===== src/rtl/run_length_serializer_if.sv =====
// Run-command handshake between a command source and run_length_serializer.
interface run_length_serializer_if #(
  parameter int LEN_W = 4
);
  logic             cmd_valid;
  logic             cmd_ready;
  logic             cmd_bit;
  logic [LEN_W-1:0] cmd_len;

  modport master (output cmd_valid, cmd_bit, cmd_len, input cmd_ready);
  modport slave  (input cmd_valid, cmd_bit, cmd_len, output cmd_ready);
endinterface


===== src/rtl/run_length_serializer.sv =====
// Serializes (bit, length) run commands onto a single-bit stream and flags
// every bit that is the 3rd or later consecutive equal emitted bit.
module run_length_serializer #(
  parameter int LEN_W = 4
) (
  input  logic                    clk,
  input  logic                    rst_n,
  run_length_serializer_if.slave  cmd,
  output logic                    bit_out,
  output logic                    bit_valid,
  output logic                    run3,
  output logic                    busy
);

  typedef enum logic {IDLE, SEND} state_t;

  state_t           state, state_nx;
  logic [LEN_W-1:0] remaining, remaining_nx;
  logic             last_bit;
  logic [1:0]       run_cnt, run_cnt_nx;
  logic             accept, emit, emit_bit;

  // remaining counts the bits of the run not yet retired, including the one
  // currently on bit_out, so remaining==1 marks the last bit of the run.
  assign cmd.cmd_ready = (state == IDLE) || (remaining == LEN_W'(1));
  assign accept        = cmd.cmd_valid && cmd.cmd_ready;
  assign bit_valid     = (state == SEND);
  assign busy          = (state == SEND);

  always_comb begin
    state_nx     = state;
    remaining_nx = remaining;
    emit         = 1'b0;
    emit_bit     = bit_out;
    case (state)
      IDLE: begin
        if (accept && (cmd.cmd_len != '0)) begin
          state_nx     = SEND;
          remaining_nx = cmd.cmd_len;
          emit         = 1'b1;
          emit_bit     = cmd.cmd_bit;
        end
      end
      SEND: begin
        if (remaining != LEN_W'(1)) begin
          remaining_nx = remaining - LEN_W'(1);
          emit         = 1'b1;
        end else if (accept && (cmd.cmd_len != '0)) begin
          remaining_nx = cmd.cmd_len;
          emit         = 1'b1;
          emit_bit     = cmd.cmd_bit;
        end else begin
          state_nx     = IDLE;
          remaining_nx = '0;
        end
      end
      default: begin
        state_nx     = IDLE;
        remaining_nx = '0;
      end
    endcase
  end

  always_comb begin
    run_cnt_nx = run_cnt;
    if (emit) begin
      if (emit_bit != last_bit)
        run_cnt_nx = 2'd1;
      else if (run_cnt != 2'd3)
        run_cnt_nx = run_cnt + 2'd1;
    end
  end

  always_ff @(posedge clk) begin
    if (!rst_n)
      state <= IDLE;
    else
      state <= state_nx;
  end

  always_ff @(posedge clk) begin
    if (!rst_n) begin
      remaining <= '0;
      bit_out   <= 1'b0;
      run3      <= 1'b0;
      last_bit  <= 1'b0;
      run_cnt   <= '0;
    end else begin
      remaining <= remaining_nx;
      if (emit) begin
        bit_out  <= emit_bit;
        last_bit <= emit_bit;
        run_cnt  <= run_cnt_nx;
        run3     <= (run_cnt_nx == 2'd3);
      end
    end
  end

endmodule


===== src/flat_wrapper.sv =====
// flat-port wrapper written by rule: the top's interface ports become plain ports
module run_length_serializer_flat 
#(
  parameter int LEN_W = 4
)
  (clk, rst_n, bit_out, bit_valid, run3, busy, cmd_cmd_valid, cmd_cmd_bit, cmd_cmd_len, cmd_cmd_ready);
  run_length_serializer_if #(.LEN_W(LEN_W)) cmd_i ();
  input  logic clk;
  input  logic rst_n;
  output logic bit_out;
  output logic bit_valid;
  output logic run3;
  output logic busy;
  input wire logic [$bits(cmd_i.cmd_valid)-1:0] cmd_cmd_valid;
  input wire logic [$bits(cmd_i.cmd_bit)-1:0] cmd_cmd_bit;
  input wire logic [$bits(cmd_i.cmd_len)-1:0] cmd_cmd_len;
  output wire logic [$bits(cmd_i.cmd_ready)-1:0] cmd_cmd_ready;
  assign cmd_i.cmd_valid = cmd_cmd_valid;
  assign cmd_i.cmd_bit = cmd_cmd_bit;
  assign cmd_i.cmd_len = cmd_cmd_len;
  assign cmd_cmd_ready = cmd_i.cmd_ready;
  run_length_serializer #(.LEN_W(LEN_W)) u_core (.clk(clk), .rst_n(rst_n), .cmd(cmd_i), .bit_out(bit_out), .bit_valid(bit_valid), .run3(run3), .busy(busy));
endmodule

===== config.mk =====
export PLATFORM = sky130hd
export DESIGN_NAME = run_length_serializer_flat
export DESIGN_NICKNAME = d
export VERILOG_FILES = /design/src/rtl/run_length_serializer_if.sv /design/src/rtl/run_length_serializer.sv /design/src/flat_wrapper.sv
export SDC_FILE = /design/constraint.sdc
export NUM_CORES = 1
export LEC_CHECK = 0
export CORE_MARGIN = 2
export CORE_UTILIZATION = 35
export CTS_CLUSTER_DIAMETER = 120
export DETAILED_ROUTE_END_ITERATION = 10
export SYNTH_ARGS = -nofsm -noshare
export SYNTH_HDL_FRONTEND = slang
export SYNTH_SLANG_ARGS = --single-unit

===== constraint.sdc =====
create_clock -name clk -period 1.6 [get_ports clk]
set_clock_uncertainty 0.15 [all_clocks]
set_input_delay 0.16 -clock clk [delete_from_list [all_inputs] [get_ports clk]]
set_output_delay 0.16 -clock clk [all_outputs]
set_load 0.005 [all_outputs]

==> results list <==
* Status: complete, no violations
- The layout has approximately 120 filler cells.
- For met1 alone, demand over resource in global routing was between 15 and 20%.
- Capture point of the worst reg-to-reg path: u_core.remaining[0]$_SDFFE_PN0P_
- The floorplan has 13 rows.
* Synthesis-stage register bit count: 9
- Ratio of final minimum period to clock period: 97.3%
- Worst hold start: u_core.run3$_SDFFE_PN0N_
- Post-route DRC: 0
- Averaged over all synthesized cells, the footprint is roughly 9.1 um^2.
- Core occupancy in the finished layout: 64.5%
- Max-cap violations in this run came to 0.
- Fin Setup TNS: 0 ns
* Category of the most critical setup path: reg2reg
- STA puts the critical path data arrival time at 1.55 ns.
- After synthesis, flip-flops and latches occupy 35.3% of the total area.
- Entering global routing, the biggest net connects 8 pins.
- The Yosys step of the flow raised 0 warnings.
* Sequence of cells on the critical path: inv_2, ha_4, nand2b_4, o21ai_4, buf_6, and3_2, o31a_1
- After synthesis, the most frequently instantiated cells are 9 x sky130_fd_sc_hd__dfxtp_1, 6 x sky130_fd_sc_hd__inv_1, 4 x sky130_fd_sc_hd__a21oi_1, 4 x sky130_fd_sc_hd__nand2_1, 4 x sky130_fd_sc_hd__nor2_1.
- The first routing iteration left 8 violations.
- Placeable Area: about 1300 um^2
- Counting buffers and inverters, the worst setup path is 7 cells deep.
* CTS Hold Buffers Added: 0
- Commonest register cell after synthesis: sky130_fd_sc_hd__dfxtp_1
- Number of antenna diodes: 0
* Total cell area at the placement stage: 739 um^2
- The path class of the tightest hold or removal check is reg2reg.
- Proportion of layout cells with a drive suffix above 1: 42.0%
* Count of input and output buffers: 12
- The setup check on the worst reg-to-reg path leaves a slack of roughly 0.043 ns.
* Yosys top cell area share: approximately a third
* Hold Violations, Final: 0
- Critical path launch point type: flop
- The tree is rooted in a sky130_fd_sc_hd__clkbuf_4.
- The smallest clock period supported by the final layout is computed as approximately 1.6 ns.
- For this run, asynchronously set or reset flops after synthesis account for 0%.
- Net count of the finished layout: 99
* Gate count after technology mapping: between 50 and 60
- Post-layout instance area: 861 um^2
- CP Launch Point: u_core.remaining[1]$_SDFFE_PN0P_
- Depth of the worst register-to-register path: 7
- Number of I/O pins: 13
- Final-layout worst hold slack: 0.323 ns
- Summed over all instances, the cell type with the most area after synthesis is sky130_fd_sc_hd__dfxtp_1.
- Dividing the detail-routed wire length by the instance count gives 12.8 um.
- Busiest grt layer: met2
- For the pin with the worst max-slew slack, the measured transition is ~0.34 ns.
* Depth of the worst hold-timing path: 2
* Delay of the slowest cell on the worst path: 0.33 ns
* Met2 GRT Util: approximately a quarter
* RSZ-0062 raised after global routing: true
- The later pin in the worst-skew pair is clocked with a latency of 0.26 ns.
- Final Max Tran Viols: 0
- Global route overflow: 0
- Required @ worst endpoint: 1.60 ns
* Routability congestion estimate from global placement: approximately 0.72
- Setup violations remaining at the end of the flow were counted as 0.
- The finished layout holds 103 standard cells, fillers aside.
* Antenna viol nets, final: 0
* Maximum achievable frequency: 0.642 GHz
- The slowest stage of the critical path is the sky130_fd_sc_hd__dfxtp_2 cell.
* Distinct cell type count of the synthesized netlist: 29
- Peak fanout along the critical path: 4
- Via density: 5.19
- The floorplan step set the die height to 42.2 um.
* Delay-heaviest family, CP: flip-flops
* Static leakage: 0.353 nW
- Antenna violations before repair: 0
* CTS tree: built
* Number of placed instances with taps included: 95
* Highest ir drop seen on vdd: 0.522 mV
- Cell area after technology mapping: 510 um^2
- Clock Pin Slew Worst Setup and Hold Paths: roughly 0.06 ns
- The worst hold path terminates at u_core.run3$_SDFFE_PN0N_.
- Wires add up to 1320 um.
- By area the synthesized netlist is led by sky130_fd_sc_hd__dfxtp_1 35%, sky130_fd_sc_hd__ha_1 4.9%, sky130_fd_sc_hd__inv_1 4.4%, sky130_fd_sc_hd__a21oi_1 3.9%, sky130_fd_sc_hd__nand2b_1 3.7%.
- The initial utilization of the core area, before any placement, comes to 38.3%.
* Full die area: 1780 um^2
* Deepest level of the CTS H-tree: 1
* Area overhead of the layout relative to synthesis: 68.6%
- Most numerous cell in the Yosys netlist: sky130_fd_sc_hd__dfxtp_1
* Kind of capture point of the worst setup path: flop
- In the global route stage, overall resource usage came out at 15.9%.
- Summing over every cut layer, the via total after detailed routing is 535.
- TritonCTS Buffers: 3
- Worst slew margin: 76.8%
* Clock Sinks: 9
* First-pass iteration count of the detailed router: 4
* X dimension of the die: 42.2 um
- The critical path contains buffers and inverters numbering 2 combined.
- The first global-routing pass estimated around 2100 um of wire.
- Counting along the longest clock path gives a buffer depth of 2.
- Yosys mapped a number of flops with a built-in enable equal to 0.
* Critical R2R Launch: u_core.remaining[1]$_SDFFE_PN0P_
- Number of nets produced by synthesis: 66
- For this design the ratio of total power to cell area is 815 nW/um^2.
* Detail Placement HPWL: between 900 and 1000 um
* Met3 track demand over resource: 2.59%
- Number of global-route vias before repair: 500
-- registers in the layout (all words and copies together), names as in the netlist --
| name | count |
|---|---|
| u_core.bit_out | 1 |
| u_core.run_cnt | 2 |
| u_core.bit_valid | 1 |
| u_core.remaining | 4 |
| u_core.run3 | 1 |
-- area by class of cell --
type / count / area [um^2] / area share (%)
Timing Repair Buffer: 29 / 254 / 29.5
Inverter: 6 / 22.5 / 2.62
Sequential cell: 9 / 184 / 21.4
Multi-Input combinational cell: 40 / 355 / 41.3
Tap cell: 15 / 18.8 / 2.18
Clock buffer: 4 / 26.3 / 3.05
-- metal layers --
metal / vias to the layer above / wire, um
li1: 267 / -
met1: 248 / 525
met2: 13 / 691
met3: 7 / 48
met4: 0 / 55
met5: - / 0
-- metrics by stage --
step / setup slack (ns) / power [mW]
2_1_floorplan: 0.0825 / 0.371
3_3_place_gp: -0.170 / 0.474
3_5_place_dp: -0.152 / 0.475
4_1_cts: -0.0126 / 0.669
5_1_grt: -0.0291 / 0.744
6_report: 0.0427 / 0.701
-- layout by cell type, fill, tap and decap left out, types with 2 or more instances in the layout --
cell type	synthesis	routed
sky130_fd_sc_hd__inv_1	6	5
sky130_fd_sc_hd__nand2b_1	3	2
sky130_fd_sc_hd__nand2_1	4	4
sky130_fd_sc_hd__dfxtp_1	9	6
sky130_fd_sc_hd__buf_6	0	3
sky130_fd_sc_hd__dfxtp_2	0	3
sky130_fd_sc_hd__buf_4	1	14
sky130_fd_sc_hd__nor2_1	4	4
sky130_fd_sc_hd__a21oi_1	4	4
sky130_fd_sc_hd__clkbuf_4	0	3
sky130_fd_sc_hd__clkdlybuf4s50_1	0	11
sky130_fd_sc_hd__o21ai_2	1	2
sky130_fd_sc_hd__o21a_1	2	2
-- what timing repair did --
item	4_1_cts	5_1_grt
gates resized for setup	8	13
setup endpoints to repair	5	7
buffers inserted	3	2
pin swaps	3	6
-- worst max-delay path by stage --
stage | endpoint | slack (ns)
CTS | u_core.remaining[0]$_SDFFE_PN0P_ | -0.01
floorplan | u_core.remaining[1]$_SDFFE_PN0P_ | 0.08
global route | u_core.remaining[1]$_SDFFE_PN0P_ | -0.03
detailed placement | u_core.run_cnt[0]$_SDFFE_PN0N_ | -0.15
finish | u_core.remaining[0]$_SDFFE_PN0P_ | 0.04
global placement | u_core.run_cnt[0]$_SDFFE_PN0N_ | -0.17
-- where the power goes --
group          switching, mW  internal [mW]
sequential            0.0248          0.248
clock                 0.0791         0.0961
combinational          0.101          0.153
-- worst register-to-register path: stages, from the launching register on --
cell	delay (ns)
sky130_fd_sc_hd__dfxtp_2	0.33
sky130_fd_sc_hd__inv_2	0.05
sky130_fd_sc_hd__ha_4	0.17
sky130_fd_sc_hd__nand2b_4	0.08
sky130_fd_sc_hd__o21ai_4	0.06
sky130_fd_sc_hd__buf_6	0.13
sky130_fd_sc_hd__and3_2	0.20
sky130_fd_sc_hd__o31a_1	0.27
-- logic make-up after synthesis --
| kind of cell | share of synthesized area (%) |
|---|---|
| compound gates | 32.1 |
| fa+ha+maj | 4.90 |
| flops | 35.3 |
| xor+xnor | 1.72 |
| buf+inv | 5.88 |
| mux | 4.17 |
| simple gates | 15.9 |
Note: power is estimated with default switching activity, not from simulation.
